File: config.mk
export PLATFORM = sky130hd
export DESIGN_NAME = frame_copy_controller
export DESIGN_NICKNAME = d
export VERILOG_FILES = /design/src/rtl/frame_copy_pkg.sv /design/src/rtl/frame_copy_pipe.sv /design/src/rtl/frame_copy_controller.sv
export SDC_FILE = /design/constraint.sdc
export NUM_CORES = 1
export LEC_CHECK = 0
export CAP_MARGIN = 20
export CORE_MARGIN = 5
export CORE_UTILIZATION = 55
export DETAILED_ROUTE_END_ITERATION = 12
export GPL_TIMING_DRIVEN = 1
export PLACE_DENSITY = 0.85
export SYNTH_ARGS = -nofsm -noshare
export SYNTH_HDL_FRONTEND = slang
export SYNTH_SLANG_ARGS = --single-unit
File: constraint.sdc
create_clock -name clk_clk -period 7.6 [get_ports clk_clk]
set_input_delay 1.9 -clock clk_clk [delete_from_list [all_inputs] [get_ports clk_clk]]
set_output_delay 1.9 -clock clk_clk [all_outputs]
set_load 0.01 [all_outputs]
File: src/rtl/frame_copy_pkg.sv
`default_nettype none
// ============================================================================
// Package     : frame_copy_pkg
// Description : Shared types and defaults for the frame copy controller:
//               copy engine state encoding and buffer geometry.
// Revision    : 1.0 - initial release
// ============================================================================
package frame_copy_pkg;

    localparam int DEF_ADDR_W = 13;
    localparam int DEF_DATA_W = 8;
    localparam int DEF_DEPTH  = 1 << DEF_ADDR_W;

    // Copy engine states; ARMED behaves like IDLE for memory muxing
    typedef enum logic [1:0] {
        ST_IDLE  = 2'd0,
        ST_ARMED = 2'd1,
        ST_COPY  = 2'd2,
        ST_DRAIN = 2'd3
    } state_t;

endpackage : frame_copy_pkg
`default_nettype wire

File: src/rtl/frame_copy_pipe.sv
`default_nettype none
// ============================================================================
// Module      : frame_copy_pipe
// Description : READ_LATENCY-deep delay line carrying the read address and
//               a valid flag, so each shadow read lines up with its data on
//               shd_q and becomes the matching pixel write.
// Revision    : 1.0 - initial release
// ============================================================================
module frame_copy_pipe #(
    parameter int ADDR_W       = 13,
    parameter int READ_LATENCY = 1
) (
    input  logic              clk,
    input  logic              rst_n,
    input  logic              i_valid,
    input  logic [ADDR_W-1:0] i_addr,
    output logic              o_valid,
    output logic [ADDR_W-1:0] o_addr
);

    logic [READ_LATENCY-1:0]             valid_q, valid_d;
    logic [READ_LATENCY-1:0][ADDR_W-1:0] addr_q,  addr_d;

    // Stage 0 takes the new read, each later stage takes its predecessor
    always_comb begin
        valid_d    = valid_q;
        addr_d     = addr_q;
        valid_d[0] = i_valid;
        addr_d[0]  = i_addr;
        for (int s = 1; s < READ_LATENCY; s++) begin
            valid_d[s] = valid_q[s-1];
            addr_d[s]  = addr_q[s-1];
        end
    end

    // Delay line registers; reset flushes any in-flight reads
    always_ff @(posedge clk or negedge rst_n) begin
        if (!rst_n) begin
            valid_q <= '0;
            addr_q  <= '0;
        end else begin
            valid_q <= valid_d;
            addr_q  <= addr_d;
        end
    end

    assign o_valid = valid_q[READ_LATENCY-1];
    assign o_addr  = addr_q[READ_LATENCY-1];

endmodule : frame_copy_pipe
`default_nettype wire

File: src/rtl/frame_copy_controller.sv
`default_nettype none
// ============================================================================
// Module      : frame_copy_controller
// Description : Shadow-to-pixel buffer copy engine. The CPU arms a copy,
//               the engine waits for vblank_start and then streams one byte
//               per cycle from the shadow RAM into pixel RAM port A. The CPU
//               owns both RAMs when the engine is idle or armed and is
//               stalled through cpu_waitrequest while the engine copies.
//               Optional macro FRAME_COPY_IRQ_EN adds copy_done_irq/irq_ack.
// Revision    : 1.0 - initial release
// ============================================================================
module frame_copy_controller
    import frame_copy_pkg::*;
#(
    parameter int ADDR_W       = DEF_ADDR_W,
    parameter int DATA_W       = DEF_DATA_W,
    parameter int READ_LATENCY = 1
) (
    input  logic              clk_clk,
    input  logic              reset_reset_n,
    input  logic              copy_req,
    input  logic [ADDR_W-1:0] copy_base,
    input  logic [ADDR_W:0]   copy_len,
    input  logic              vblank_start,
    input  logic              vblank,
    input  logic [ADDR_W-1:0] cpu_address,
    input  logic              cpu_chipselect,
    input  logic              cpu_sel_shadow,
    input  logic              cpu_write,
    input  logic [DATA_W-1:0] cpu_writedata,
    output logic              cpu_waitrequest,
    output logic [ADDR_W-1:0] pix_address,
    output logic              pix_wren,
    output logic [DATA_W-1:0] pix_data,
    output logic [ADDR_W-1:0] shd_address,
    output logic              shd_wren,
    output logic [DATA_W-1:0] shd_data,
    input  logic [DATA_W-1:0] shd_q,
    output logic              busy,
    output logic              overrun
`ifdef FRAME_COPY_IRQ_EN
    ,
    output logic              copy_done_irq,
    input  logic              irq_ack
`endif
);

    state_t            state_q,     state_d;
    logic [ADDR_W-1:0] base_q,      base_d;
    logic [ADDR_W:0]   len_q,       len_d;
    logic [ADDR_W:0]   cnt_q,       cnt_d;
    logic [1:0]        drain_q,     drain_d;
    logic              pend_q,      pend_d;
    logic [ADDR_W-1:0] pend_base_q, pend_base_d;
    logic [ADDR_W:0]   pend_len_q,  pend_len_d;
    logic              overrun_q,   overrun_d;

    logic              w_req_ok;
    logic              w_engine;
    logic              w_last_read;
    logic              w_drain_last;
    logic              w_rd_valid;
    logic [ADDR_W-1:0] w_rd_addr;
    logic              w_wr_valid;
    logic [ADDR_W-1:0] w_wr_addr;

    assign w_req_ok     = copy_req && (copy_len != '0);
    assign w_engine     = (state_q == ST_COPY) || (state_q == ST_DRAIN);
    assign w_last_read  = (cnt_q == (len_q - (ADDR_W+1)'(1)));
    assign w_drain_last = (drain_q == 2'(READ_LATENCY - 1));
    assign w_rd_valid   = (state_q == ST_COPY);
    // Address arithmetic is ADDR_W wide so the copy wraps modulo the depth
    assign w_rd_addr    = base_q + cnt_q[ADDR_W-1:0];

    // Next-state logic for the copy sequencer and the one-deep request queue
    always_comb begin
        state_d     = state_q;
        base_d      = base_q;
        len_d       = len_q;
        cnt_d       = cnt_q;
        drain_d     = drain_q;
        pend_d      = pend_q;
        pend_base_d = pend_base_q;
        pend_len_d  = pend_len_q;
        overrun_d   = overrun_q;

        if (copy_req) begin
            overrun_d = 1'b0;
        end
        // A copy still running after vblank fell wins over a clearing request
        if (w_engine && !vblank) begin
            overrun_d = 1'b1;
        end

        case (state_q)
            ST_IDLE: begin
                if (pend_q) begin
                    state_d = ST_ARMED;
                    base_d  = pend_base_q;
                    len_d   = pend_len_q;
                    pend_d  = 1'b0;
                end else if (w_req_ok) begin
                    state_d = ST_ARMED;
                    base_d  = copy_base;
                    len_d   = copy_len;
                end
            end
            ST_ARMED: begin
                if (vblank_start) begin
                    state_d = ST_COPY;
                    cnt_d   = '0;
                end
            end
            ST_COPY: begin
                if (w_last_read) begin
                    state_d = ST_DRAIN;
                    drain_d = '0;
                end else begin
                    cnt_d = cnt_q + (ADDR_W+1)'(1);
                end
            end
            ST_DRAIN: begin
                if (w_drain_last) begin
                    if (pend_q) begin
                        state_d = ST_ARMED;
                        base_d  = pend_base_q;
                        len_d   = pend_len_q;
                        pend_d  = 1'b0;
                    end else begin
                        state_d = ST_IDLE;
                    end
                end else begin
                    drain_d = drain_q + 2'd1;
                end
            end
            default: state_d = ST_IDLE;
        endcase

        // Requests arriving while busy queue one deep; later ones are dropped
        if ((state_q != ST_IDLE) && w_req_ok && !pend_q) begin
            pend_d      = 1'b1;
            pend_base_d = copy_base;
            pend_len_d  = copy_len;
        end
    end

    // Sequencer registers; reset abandons any copy and the pending request
    always_ff @(posedge clk_clk or negedge reset_reset_n) begin
        if (!reset_reset_n) begin
            state_q     <= ST_IDLE;
            base_q      <= '0;
            len_q       <= '0;
            cnt_q       <= '0;
            drain_q     <= '0;
            pend_q      <= 1'b0;
            pend_base_q <= '0;
            pend_len_q  <= '0;
            overrun_q   <= 1'b0;
        end else begin
            state_q     <= state_d;
            base_q      <= base_d;
            len_q       <= len_d;
            cnt_q       <= cnt_d;
            drain_q     <= drain_d;
            pend_q      <= pend_d;
            pend_base_q <= pend_base_d;
            pend_len_q  <= pend_len_d;
            overrun_q   <= overrun_d;
        end
    end

    frame_copy_pipe #(
        .ADDR_W       (ADDR_W),
        .READ_LATENCY (READ_LATENCY)
    ) u_pipe (
        .clk     (clk_clk),
        .rst_n   (reset_reset_n),
        .i_valid (w_rd_valid),
        .i_addr  (w_rd_addr),
        .o_valid (w_wr_valid),
        .o_addr  (w_wr_addr)
    );

    // Memory ownership mux: engine while copying/draining, CPU otherwise
    always_comb begin
        cpu_waitrequest = 1'b0;
        pix_address     = '0;
        pix_wren        = 1'b0;
        pix_data        = '0;
        shd_address     = '0;
        shd_wren        = 1'b0;
        shd_data        = '0;
        if (w_engine) begin
            cpu_waitrequest = cpu_chipselect;
            shd_address     = w_rd_valid ? w_rd_addr : '0;
            pix_wren        = w_wr_valid;
            pix_address     = w_wr_valid ? w_wr_addr : '0;
            pix_data        = w_wr_valid ? shd_q : '0;
        end else if (cpu_chipselect) begin
            if (cpu_sel_shadow) begin
                shd_address = cpu_address;
                shd_data    = cpu_writedata;
                shd_wren    = cpu_write;
            end else begin
                pix_address = cpu_address;
                pix_data    = cpu_writedata;
                pix_wren    = cpu_write;
            end
        end
    end

    assign busy    = (state_q != ST_IDLE);
    assign overrun = overrun_q;

`ifdef FRAME_COPY_IRQ_EN
    logic irq_q, irq_d;

    // Completion flag raised after the last drain cycle; set beats ack
    always_comb begin
        irq_d = irq_q;
        if (irq_ack) begin
            irq_d = 1'b0;
        end
        if ((state_q == ST_DRAIN) && w_drain_last) begin
            irq_d = 1'b1;
        end
    end

    // Completion interrupt register
    always_ff @(posedge clk_clk or negedge reset_reset_n) begin
        if (!reset_reset_n) begin
            irq_q <= 1'b0;
        end else begin
            irq_q <= irq_d;
        end
    end

    assign copy_done_irq = irq_q;
`endif

endmodule : frame_copy_controller
`default_nettype wire

Word-level counts from Yosys, hierarchy flattened
Index checks and enable logic that the tools add are counted.
- reduce and logical (&&, ||, !) cells: 21
- multiplexer cells: 50
- add/sub/neg operators: 4
- equal/unequal tests: 12
- operator list (kind ; count):
    $mux 13 ; 12
    $mux 14 ; 6
    $mux 8 ; 7
    $pmux 14 s2 ; 2
    $pmux 13 s2 ; 1
    $add 14x1->14 const B ; 1
    $eq 14x14->1 ; 1
    $mux 2 ; 7
    $reduce_bool 14->1 ; 1
    $sub 14x1->14 const B ; 1
    $add 13x13->13 ; 1
    $mux 1 ; 12
    $ne 2x2->1 const B ; 6
    $reduce_bool 2->1 ; 5
    $pmux 2 s4 ; 1
    $reduce_and 4->1 ; 2
    $reduce_and 3->1 ; 2
    $eq 2x2->1 const B ; 2
    $logic_and 1x1->1 ; 4
    $logic_not 2->1 ; 2
    $pmux 2 s2 ; 1
    $ne 3x2->1 const B ; 1
    $ne 3x3->1 const B ; 1
    $reduce_bool 3->1 ; 1
    6 further kinds ; 7
- word-level logic and storage cells: 98
- register bits: 88

Depth between registers and ports, before layout
Gate-level depths: netlist of the first run.
- word-level depth: 6
- gate-level depth with buffers: 10
- depth with buffers taken out: 10

Cells and area by module
From an unflattened synthesis of the first run, not the netlist that was laid out.
- cells, all modules: 536
- area, all modules: 5318.9 µm²
- modules (own cells, without submodules) (module ; cells each ; seq. area each (µm²) ; area an instance (µm²) ; times used):
    frame_copy_controller ; 522 ; 1851.8 ; 4968.5 ; 1
    frame_copy_pipe ; 14 ; 350.3 ; 350.3 ; 1

Least setup slack after synthesis of the first run
Ideal clock, no wire load.
- kind: input-to-output
- start: input cpu_chipselect
- end: output pix_address[0]
- stages: 4
- arrival: 2.608 ns
- setup slack: 3.092 ns
- cells stage by stage: nand2_1 > nor2_1 > clkbuf_1 > a22o_1
- word-level cells in the longest chain between the ends: 2
- ends and longest elaborated chain (element ; line ; RTL):
    start, declared ; frame_copy_controller.sv:27 ; input logic cpu_chipselect,
    $mux 13 ; frame_copy_controller.sv:199 ; end else if (cpu_chipselect) begin
    $mux 13 ; frame_copy_controller.sv:193 ; if (w_engine) begin
    end, declared ; frame_copy_controller.sv:32 ; output logic [ADDR_W-1:0] pix_address,
Every way passes these cells.

Final worst setup path of the first run
- start: input cpu_sel_shadow
- end: output shd_address[8]
- word-level cells in the longest chain between the ends: 3
- ends and longest elaborated chain (element ; line ; RTL):
    start, declared ; frame_copy_controller.sv:28 ; input logic cpu_sel_shadow,
    $mux 13 ; frame_copy_controller.sv:200 ; if (cpu_sel_shadow) begin
    $mux 13 ; frame_copy_controller.sv:199 ;
    $mux 13 ; frame_copy_controller.sv:193 ;
    end, declared ; frame_copy_controller.sv:35 ; output logic [ADDR_W-1:0] shd_address,
Every way passes these cells.

==> metrics, run 1 <==
area post-placement=6670 um^2; synth warn=0; DRT iter0 DRCs=434; area delta synth->final=26.8%; number of CTS-inserted buffers=9; die area=12100 um^2; sequential area share after synthesis=40.1%; crit-path max FO=22; first-pass GRT wire length=22400 um; # clock sinks=88; DRT Pass-1 Iters=5; Max transition margin=42.7%; Final Max Tran Viols=0; Synth top area share=40.1%; min Tclk post-route=5.69 ns; number of enable flip-flop cells after synthesis=0; skew final=0.0112 ns; layout cells sized above 1=9.82%; Longest Clk Path Bufs=2; leading cell type in the layout, fill and taps excluded=clkdlybuf4s50_1; Remaining Overflow, GRT=0; Initial Util=56.4%; post-CTS sizing=0; PwrDens=370 nW/um^2; Post-Syn Instances=573; vias per std cell=5.88; H-tree depth=3; Slew @ Worst Pin=0.859 ns; pin count of the biggest net entering global routing=89; crit-path cells=clkdlybuf4s50_1 > and3_1 > a22o_1 > clkdlybuf4s50_1; Worst setup SP type=input pin; maxcap violations=0; fmax=0.176 GHz; final hold vios=0; Row Count=36; Layout Nets=752; Syn Nets=657; most frequent cells in the layout=109 x clkdlybuf4s50_1, 88 x dfrtp_1, 64 x nor2_1, 38 x a21oi_1, 35 x mux2i_1; routability cong.=0.881; number of setup violations in the final report=0; Design Area, Final=6950 um^2; core area=9730 um^2; vias in the first global route=4687; # DRC=0; Post-synth top flop=dfrtp_1; GRT Total Usage=23.4%; Crit. End Element=primary output; Setup Fix Bufs, Post-CTS=0; post-placement cell count=788; Critical Path RT=5.70 ns; PnR Total Power=0.00257 W; CTS tree=built; wire length per cell=16.8 um; Routed Antenna Nets=0; leading area contributor after synthesis=dfrtp_1; Cell Area, Synth=5490 um^2; HPWL after DPL=10300 um; die width=110 um; Detailed Route WL=13500 um; Crit path arrival time=3.79 ns; Die Span Y=110 um; worst skew pair latency=0.38 ns; initial antenna violation count=0; Critical-path top delay cell=and3_1; root buf cell=clkbuf_8; period utilization=74.8%; CP dominant cell by count=clkdlybuf4s50_1; asr flop ratio synth=100%; ranking of synthesized cells by area=dfrtp_1 40%, mux2i_1 6.4%, mux2_2 5.5%, a22o_1 5.3%, nor2_1 4.4%; clock-pin transition on the worst setup and hold timing paths=0.08 ns; Crit path largest cell delay=0.63 ns; # hold bufs at CTS=0; Post-Layout Cell Count=805; Mapped Avg Cell Area=9.58 um^2; port buffer count=110; outcome=finished clean; maximum VDD drop=0.000160 V; Leak=2.93 nW; antenna cells=0; path type of the worst setup path=in -> out; Ports=111; number of synthesized register bits=88; via count=4737; Hold Crit Class=reg -> reg; unrepaired setup endpoints after global routing=no; synth unique cells=66; final setup TNS=0 ns
[critical path: cells and delay by family]
family / cells / cell delay [ns]
and+or+nand+nor: 1 / 0.63
AOI/OAI and AO/OA: 1 / 0.24
buffers and inverters: 2 / 1.02
[layer usage]
layer  up-vias  global-route usage (%)  routed length, um
met5         -                       0                  0
met4         0                    9.17                293
met3        28                    3.99                936
met2       153                    39.7               6550
met1      2270                    29.7               5770
li1       2286                       -                  -
[through the flow]
| stage | hold WS, ns | setup WS, ns | utilization [%] |
|---|---|---|---|
| after floorplan | 0.479 | 3.09 | - |
| after global placement | 0.486 | 2.00 | 68.6 |
| after detailed placement | 0.492 | 1.92 | 68.6 |
| after CTS | 0.512 | 1.92 | 71.0 |
| after global routing | 0.531 | 1.78 | 71.5 |
| final | 0.507 | 1.91 | 71.5 |
[cells by family (layout without fill, tap and decap cells)]
group / after synthesis / in the layout / synth area share (%)
AOI/OAI and AO/OA: 134 / 134 / 18.1
xor gates and xnor gates: 22 / 22 / 3.51
adders and majority gates: 20 / 20 / 4.70
buffers and inverters: 55 / 154 / 3.85
DFF: 88 / 88 / 40.1
muxes: 63 / 63 / 12.1
and+or+nand+nor: 191 / 191 / 17.6
[final timing paths]
check	from	slack (ns)	depth (start not counted)	end
max in group asynchronous	reset_reset_n	5.46	2	len_q[0]
setup / recovery	cpu_sel_shadow	1.91	4	shd_address[8]
min in group asynchronous	reset_reset_n	1.51	1	pend_base_q[9]
hold / removal	pend_base_q[6]	0.51	1	pend_base_q[6]
setup reg to reg	len_q[0]	4.25	9	state_q[1]
hold reg to reg	pend_base_q[6]	0.51	1	pend_base_q[6]
[synthesized netlist by cell type, types with 3 or more instances]
master    number
a21oi_1       38
o21a_1         4
or4_1          3
ha_1          19
nand2b_1       6
xor2_1         7
o41ai_1        4
nand3_1       14
a31o_2         4
o31a_1         4
xnor2_1       15
o22ai_1        3
o21ai_0       10
inv_1         23
and2_1        12
nor2_1        65
nor4b_1        3
nand4_1        8
a22o_1        33
and3_1         6
nor3_1        13
nor2b_1        7
clkbuf_1      29
nor4_1         5
dfrtp_1       88
nand2_1       34
mux2_2        27
or3_1          4
a31oi_1        5
mux2i_1       35
a21o_1         3
a211o_1        3
[state kept, by name, indices dropped and copies added (netlist names)]
register and count:
pend_base_q 13, base_q 13, state_q 2, len_q 14, u_pipe.o_addr 13, overrun 1, cnt_q 14, u_pipe.o_valid 1
drain_q 2, pend_q 1, pend_len_q 14
[cell type report]
cell class	count	area [um^2]
Inverter	23	86.3
Tap cell	133	166
Clock buffer	10	128
Clock inverter	5	106
Multi-Input combinational cell	430	3090
Timing Repair Buffer	116	1180
Sequential cell	88	2200
Fill cell	744	2780
[power by group]
part	switching, W	total [W]	internal (W)
sequential	0.000174	0.000846	0.000673
combinational	0.000672	0.00134	0.000667
clock	0.000169	0.000386	0.000217
Power figures use the tool's default switching activity.
==> run 2, diff against run 1 <==
--- a/config.mk
+++ b/config.mk
@@ -7,10 +7,10 @@
 export LEC_CHECK = 0
 export CAP_MARGIN = 20
 export CORE_MARGIN = 5
-export CORE_UTILIZATION = 55
+export CORE_UTILIZATION = 52
 export DETAILED_ROUTE_END_ITERATION = 12
 export GPL_TIMING_DRIVEN = 1
-export PLACE_DENSITY = 0.85
+export PLACE_DENSITY = 0.81
 export SYNTH_ARGS = -nofsm -noshare
 export SYNTH_HDL_FRONTEND = slang
 export SYNTH_SLANG_ARGS = --single-unit
==> constraint.sdc (replaced) <==
create_clock -name clk_clk -period 5.3 [get_ports clk_clk]
set_input_delay 1.325 -clock clk_clk [delete_from_list [all_inputs] [get_ports clk_clk]]
set_output_delay 1.325 -clock clk_clk [all_outputs]
set_load 0.01 [all_outputs]
==> metrics, run 2 (synthesis gave the netlist of run 1 again) <==
clock-pin transition on the worst setup and hold timing paths=0.09 ns (was 0.08 ns); crit-path cells=ha_1 > inv_1 > fa_1 > nor2b_1 > o31a_1 > o41ai_2 > o21ai_0 > o41ai_1 > xnor2_1 > a22o_1 > clkdlybuf4s50_1 (was clkdlybuf4s50_1 > and3_1 > a22o_1 > clkdlybuf4s50_1); die area=12700 um^2 (was 12100 um^2); Critical-path top delay cell=clkdlybuf4s50_1 (was and3_1); # DRC=0 (unchanged); Ports=111 (unchanged); antenna cells=0 (unchanged); Crit path largest cell delay=0.54 ns (was 0.63 ns); outcome=finished clean (unchanged); final hold vios=0 (unchanged); PwrDens=537 nW/um^2 (was 370 nW/um^2); Hold Crit Class=reg -> reg (unchanged); number of CTS-inserted buffers=9 (unchanged); critical path's top delay family=compound AO/OA/AOI/OAI gates (was buffers and inverters); area of the multi-input gates=3100 um^2 (was 3090 um^2); crit-path max FO=7 (was 22); Remaining Overflow, GRT=0 (unchanged); min Tclk post-route=4.95 ns; die width=113 um (was 110 um); Crit. End Element=primary output (unchanged); # clock sinks=88 (unchanged); final setup TNS=0 ns (unchanged); critical path buffer and inverter count=2 (unchanged); layout cells sized above 1=10.4% (was 9.82%); Critical Path RT=3.97 ns (was 5.70 ns); fmax=0.202 GHz; Row Count=37 (was 36); Final Max Tran Viols=0 (unchanged); leading cell type in the layout, fill and taps excluded=clkdlybuf4s50_1 (unchanged); path type of the worst setup path=reg -> out (was in -> out); DRT iter0 DRCs=235 (was 434); initial antenna violation count=0 (unchanged); Initial Util=53.1% (was 56.4%); H-tree depth=3 (unchanged); Design Area, Final=6970 um^2 (was 6950 um^2); Die Span Y=113 um (was 110 um); first-pass GRT wire length=23600 um (was 22400 um); top flop regs=cnt_q (14), len_q (14), pend_len_q (14) (unchanged); Routed Antenna Nets=0 (unchanged); DRT Pass-1 Iters=4 (was 5); skew final=0.0118 ns (was 0.0112 ns); CTS tree=built (unchanged); routability cong.=0.930 (was 0.881); Longest Clk Path Bufs=2 (unchanged); Crit path arrival time=3.63 ns (was 3.79 ns); area post-placement=6700 um^2 (was 6670 um^2); number of setup violations in the final report=0 (unchanged); Leak=2.95 nW (was 2.93 nW); period utilization=93.4%; HPWL after DPL=10500 um (was 10300 um); total area of sequential cells=2200 um^2 (unchanged); port buffer count=110 (unchanged); worst skew pair latency=0.36 ns (was 0.38 ns); maxcap violations=0 (unchanged); Slew @ Worst Pin=0.710 ns (was 0.859 ns); Filler cells=840 (was 744); maximum VDD drop=0.000264 V (was 0.000160 V); Setup Fix Bufs, Post-CTS=0 (unchanged); Worst setup SP type=register (was input pin); wire length per cell=17.5 um (was 16.8 um); GRT Total Usage=22.7% (was 23.4%); vias per std cell=5.86 (was 5.88); Layout Nets=753 (was 752); unrepaired setup endpoints after global routing=no (unchanged); root buf cell=clkbuf_8 (unchanged); vias in the first global route=4764 (was 4687); Detailed Route WL=14100 um (was 13500 um); area delta synth->final=27.1% (was 26.8%); via count=4750 (was 4737); most frequent cells in the layout=109 x clkdlybuf4s50_1, 88 x dfrtp_1, 64 x nor2_1, 38 x a21oi_1, 35 x mux2i_1 (unchanged); core area=10300 um^2 (was 9730 um^2); Max transition margin=52.6% (was 42.7%); pin count of the biggest net entering global routing=55 (was 89)
==> run 2: changes by cell type in the layout (fill, tap and decap cells not counted) <==
cell	previous run	this run
buf_12	1	0
buf_16	1	0
buf_4	5	8
bufinv_16	3	4
clkbuf_1	1	0
clkinv_2	0	1
clkinvlp_4	1	0
inv_6	0	1
o41ai_1	4	3
o41ai_2	0	1
==> run 2: what timing repair did <==
item	CTS	global route
resized for setup	0	1
endpoints found under the setup margin	0	1
hold buffers	0	0
==> run 2: cell type report <==
class	instances	area share [%]
tap	136	2.44
timing repair buffer	117	16.5
clock buffer	9	1.78
inverter	23	1.24
multi-input combinational	430	44.4
clock inverter	7	2.05
sequential	88	31.6
==> run 2: per-layer routing <==
metal / up-vias / global-route usage, % / routed length [um]
met2: 159 / 36.9 / 6830
li1: 2287 / - / -
met4: 0 / 7.37 / 232
met1: 2282 / 29.6 / 6150
met5: - / 0 / 0
met3: 22 / 5.99 / 931
==> run 2: report_power, final <==
part	internal [W]	switching, W	leakage (nW)
Sequential	0.000964	0.000246	1.04
Clock	0.000362	0.000249	0.134
Combinational	0.000949	0.000977	1.77
Total	0.00228	0.00147	2.95
==> run 2: worst paths after layout <==
check | from | end | slack (ns) | cells after the start
hold reg to reg | pend_len_q[6] | pend_len_q[6] | 0.51 | 1
hold / removal | pend_len_q[6] | pend_len_q[6] | 0.51 | 1
max in group asynchronous | reset_reset_n | base_q[9] | 3.35 | 2
min in group asynchronous | reset_reset_n | pend_q | 0.91 | 1
setup / recovery | cnt_q[0] | shd_address[12] | 0.35 | 11
setup reg to reg | len_q[0] | state_q[1] | 2.06 | 9
==> run 2: per-stage QoR <==
step                hold slack, ns  setup WS (ns)  utilization (%)  instances  total power [W]
floorplan                    0.479           1.64                -        573          0.00247
global placement             0.486          0.811             64.9        794          0.00305
detailed placement           0.491          0.703             64.9        794          0.00313
CTS                          0.511          0.213             67.5        810          0.00376
global route                 0.522          0.142             67.5        810          0.00404
finish                       0.510          0.347             67.5        810          0.00375
==> run 3, diff against run 2 <==
--- a/config.mk
+++ b/config.mk
@@ -11,6 +11,7 @@
 export DETAILED_ROUTE_END_ITERATION = 12
 export GPL_TIMING_DRIVEN = 1
 export PLACE_DENSITY = 0.81
+export RECOVER_POWER = 100
 export SYNTH_ARGS = -nofsm -noshare
 export SYNTH_HDL_FRONTEND = slang
 export SYNTH_SLANG_ARGS = --single-unit
==> metrics, run 3 (synthesis gave the netlist of run 1 again) <==
H-tree depth=3 (unchanged); first-pass GRT wire length=23600 um (unchanged); wire length per cell=17.5 um (about the same); Layout Nets=753 (unchanged); critical path buffer and inverter count=2 (unchanged); HPWL after DPL=10500 um (unchanged); Leak=3.02 nW (was 2.95 nW); initial antenna violation count=0 (unchanged); # clock sinks=88 (unchanged); skew final=0.0109 ns (was 0.0118 ns); Detailed Route WL=14200 um (was 14100 um); final hold vios=0 (unchanged); Crit. End Element=primary output (unchanged); M2 GR Usage=36.9% (unchanged); Initial Util=53.1% (unchanged); number of CTS-inserted buffers=9 (unchanged); maxcap violations=2 (was 0); critical path's top delay family=compound AO/OA/AOI/OAI gates (unchanged); maximum VDD drop=0.000265 V (was 0.000264 V); die width=113 um (unchanged); Setup Fix Bufs, Post-CTS=0 (unchanged); crit-path cells=ha_1 > inv_1 > fa_1 > nor2b_1 > o31a_1 > o41ai_2 > o21ai_0 > o41ai_1 > xnor2_1 > a22o_1 > clkdlybuf4s50_1 (unchanged); outcome=finished with violations (was finished clean); Final Max Tran Viols=94 (was 0); Ports=111 (unchanged); Max transition margin=-44.9% (was 52.6%); vias per std cell=5.88 (was 5.86); root buf cell=clkbuf_8 (unchanged); pin count of the biggest net entering global routing=55 (unchanged); area of the multi-input gates=3050 um^2 (was 3100 um^2); die area=12700 um^2 (unchanged); number of setup violations in the final report=0 (unchanged); # hold bufs at CTS=0 (unchanged); layout cells sized above 1=8.90% (was 10.4%); Crit path arrival time=3.65 ns (was 3.63 ns); Worst setup SP type=register (unchanged); leading cell type in the layout, fill and taps excluded=dfrtp_1 (was clkdlybuf4s50_1); CTS tree=built (unchanged); M3 GR Usage=5.99% (unchanged); fmax=0.201 GHz (was 0.202 GHz); Slew @ Worst Pin=2.17 ns (was 0.710 ns); total area of sequential cells=2200 um^2 (unchanged); Die Span Y=113 um (unchanged); Worst Setup SP=cnt_q[0] (unchanged); DRT iter0 DRCs=256 (was 235); r2r startpoint=len_q[0] (unchanged); unrepaired setup endpoints after global routing=no (unchanged); port buffer count=110 (unchanged); PwrDens=531 nW/um^2 (was 537 nW/um^2); Remaining Overflow, GRT=0 (unchanged); min Tclk post-route=4.98 ns (was 4.95 ns); GRT Total Usage=22.7% (unchanged); met1 global-route usage=29.6% (unchanged); core area=10300 um^2 (unchanged); Critical-path top delay cell=clkdlybuf4s50_1 (unchanged); Longest Clk Path Bufs=2 (unchanged); hold slack=0.511 ns (was 0.510 ns); Filler cells=854 (was 840); Row Count=37 (unchanged); antenna cells=0 (unchanged); via count=4763 (was 4750); PnR Total Power=0.00367 W (was 0.00375 W); worst skew pair latency=0.36 ns (about the same); # DRC=0 (unchanged); Hold Path Origin=pend_base_q[12] (was pend_len_q[6]); Critical Path RT=3.97 ns (about the same); routability cong.=0.930 (unchanged); Crit path largest cell delay=0.54 ns (about the same); vias in the first global route=4764 (unchanged); Routed Antenna Nets=0 (unchanged); final setup TNS=0 ns (unchanged); Final Core Density=66.9% (was 67.5%); Hold Crit Class=reg -> reg (unchanged); GR peak layer=met2 (unchanged); area delta synth->final=25.9% (was 27.1%); top flop regs=cnt_q (14), len_q (14), pend_len_q (14) (unchanged); crit-path max FO=7 (unchanged); period utilization=93.9% (was 93.4%); clock-pin transition on the worst setup and hold timing paths=0.09 ns (about the same); path type of the worst setup path=reg -> out (unchanged); most frequent cells in the layout=88 x dfrtp_1, 65 x clkdlybuf4s50_1, 64 x nor2_1, 44 x dlygate4sd3_1, 38 x a21oi_1 (was 109 x clkdlybuf4s50_1, 88 x dfrtp_1, 64 x nor2_1, 38 x a21oi_1, 35 x mux2i_1); failing checks=max-capacitance violations, max-slew violations; DRT Pass-1 Iters=4 (unchanged)
==> run 3: cell type report <==
cell class,instances,area share [%]
clock buffers,9,1.79
clock inverters,7,2.06
inverters,23,1.25
multi-input cells,430,44.2
flip-flops and latches,88,31.9
well taps,136,2.46
repair buffers,117,16.4
==> run 3: report_power, final <==
group	switching (W)	internal [W]
Sequential	0.000246	0.000965
Clock	0.000250	0.000363
Combinational	0.000956	0.000893
==> run 3: worst paths after layout <==
| path | to | cells past startpoint | slack, ns |
|---|---|---|---|
| worst min-delay path | pend_base_q[12] | 1 | 0.51 |
| max in group asynchronous | base_q[8] | 2 | 1.58 |
| min in group asynchronous | pend_q | 1 | 1.55 |
| worst min register to register | pend_base_q[12] | 1 | 0.51 |
| worst max-delay path | shd_address[12] | 11 | 0.32 |
| worst max register to register | cnt_q[5] | 9 | 0.85 |
==> run 3: per-layer routing <==
metal / routed length (um) / part of all wire, % / vias to the layer above
met5: 0 / 0 / -
met4: 230 / 1.6 / 0
met3: 991 / 7.0 / 20
met2: 6870 / 48 / 175
met1: 6070 / 43 / 2280
li1: - / - / 2288
==> run 3: stage by stage <==
step | area (um^2) | setup slack (ns) | cells
global route | 6910 | 0.119 | 810
finish | 6910 | 0.323 | 810
global placement | 6700 | 0.811 | 794
floorplan | 5490 | 1.64 | 573
CTS | 6970 | 0.213 | 810
detailed placement | 6700 | 0.703 | 794
==> run 3: timing repair <==
item / 4_1_cts / 5_1_grt
resized for setup: 0 / 1
hold endpoints to repair: 0 / 0
setup endpoints to repair: 0 / 1
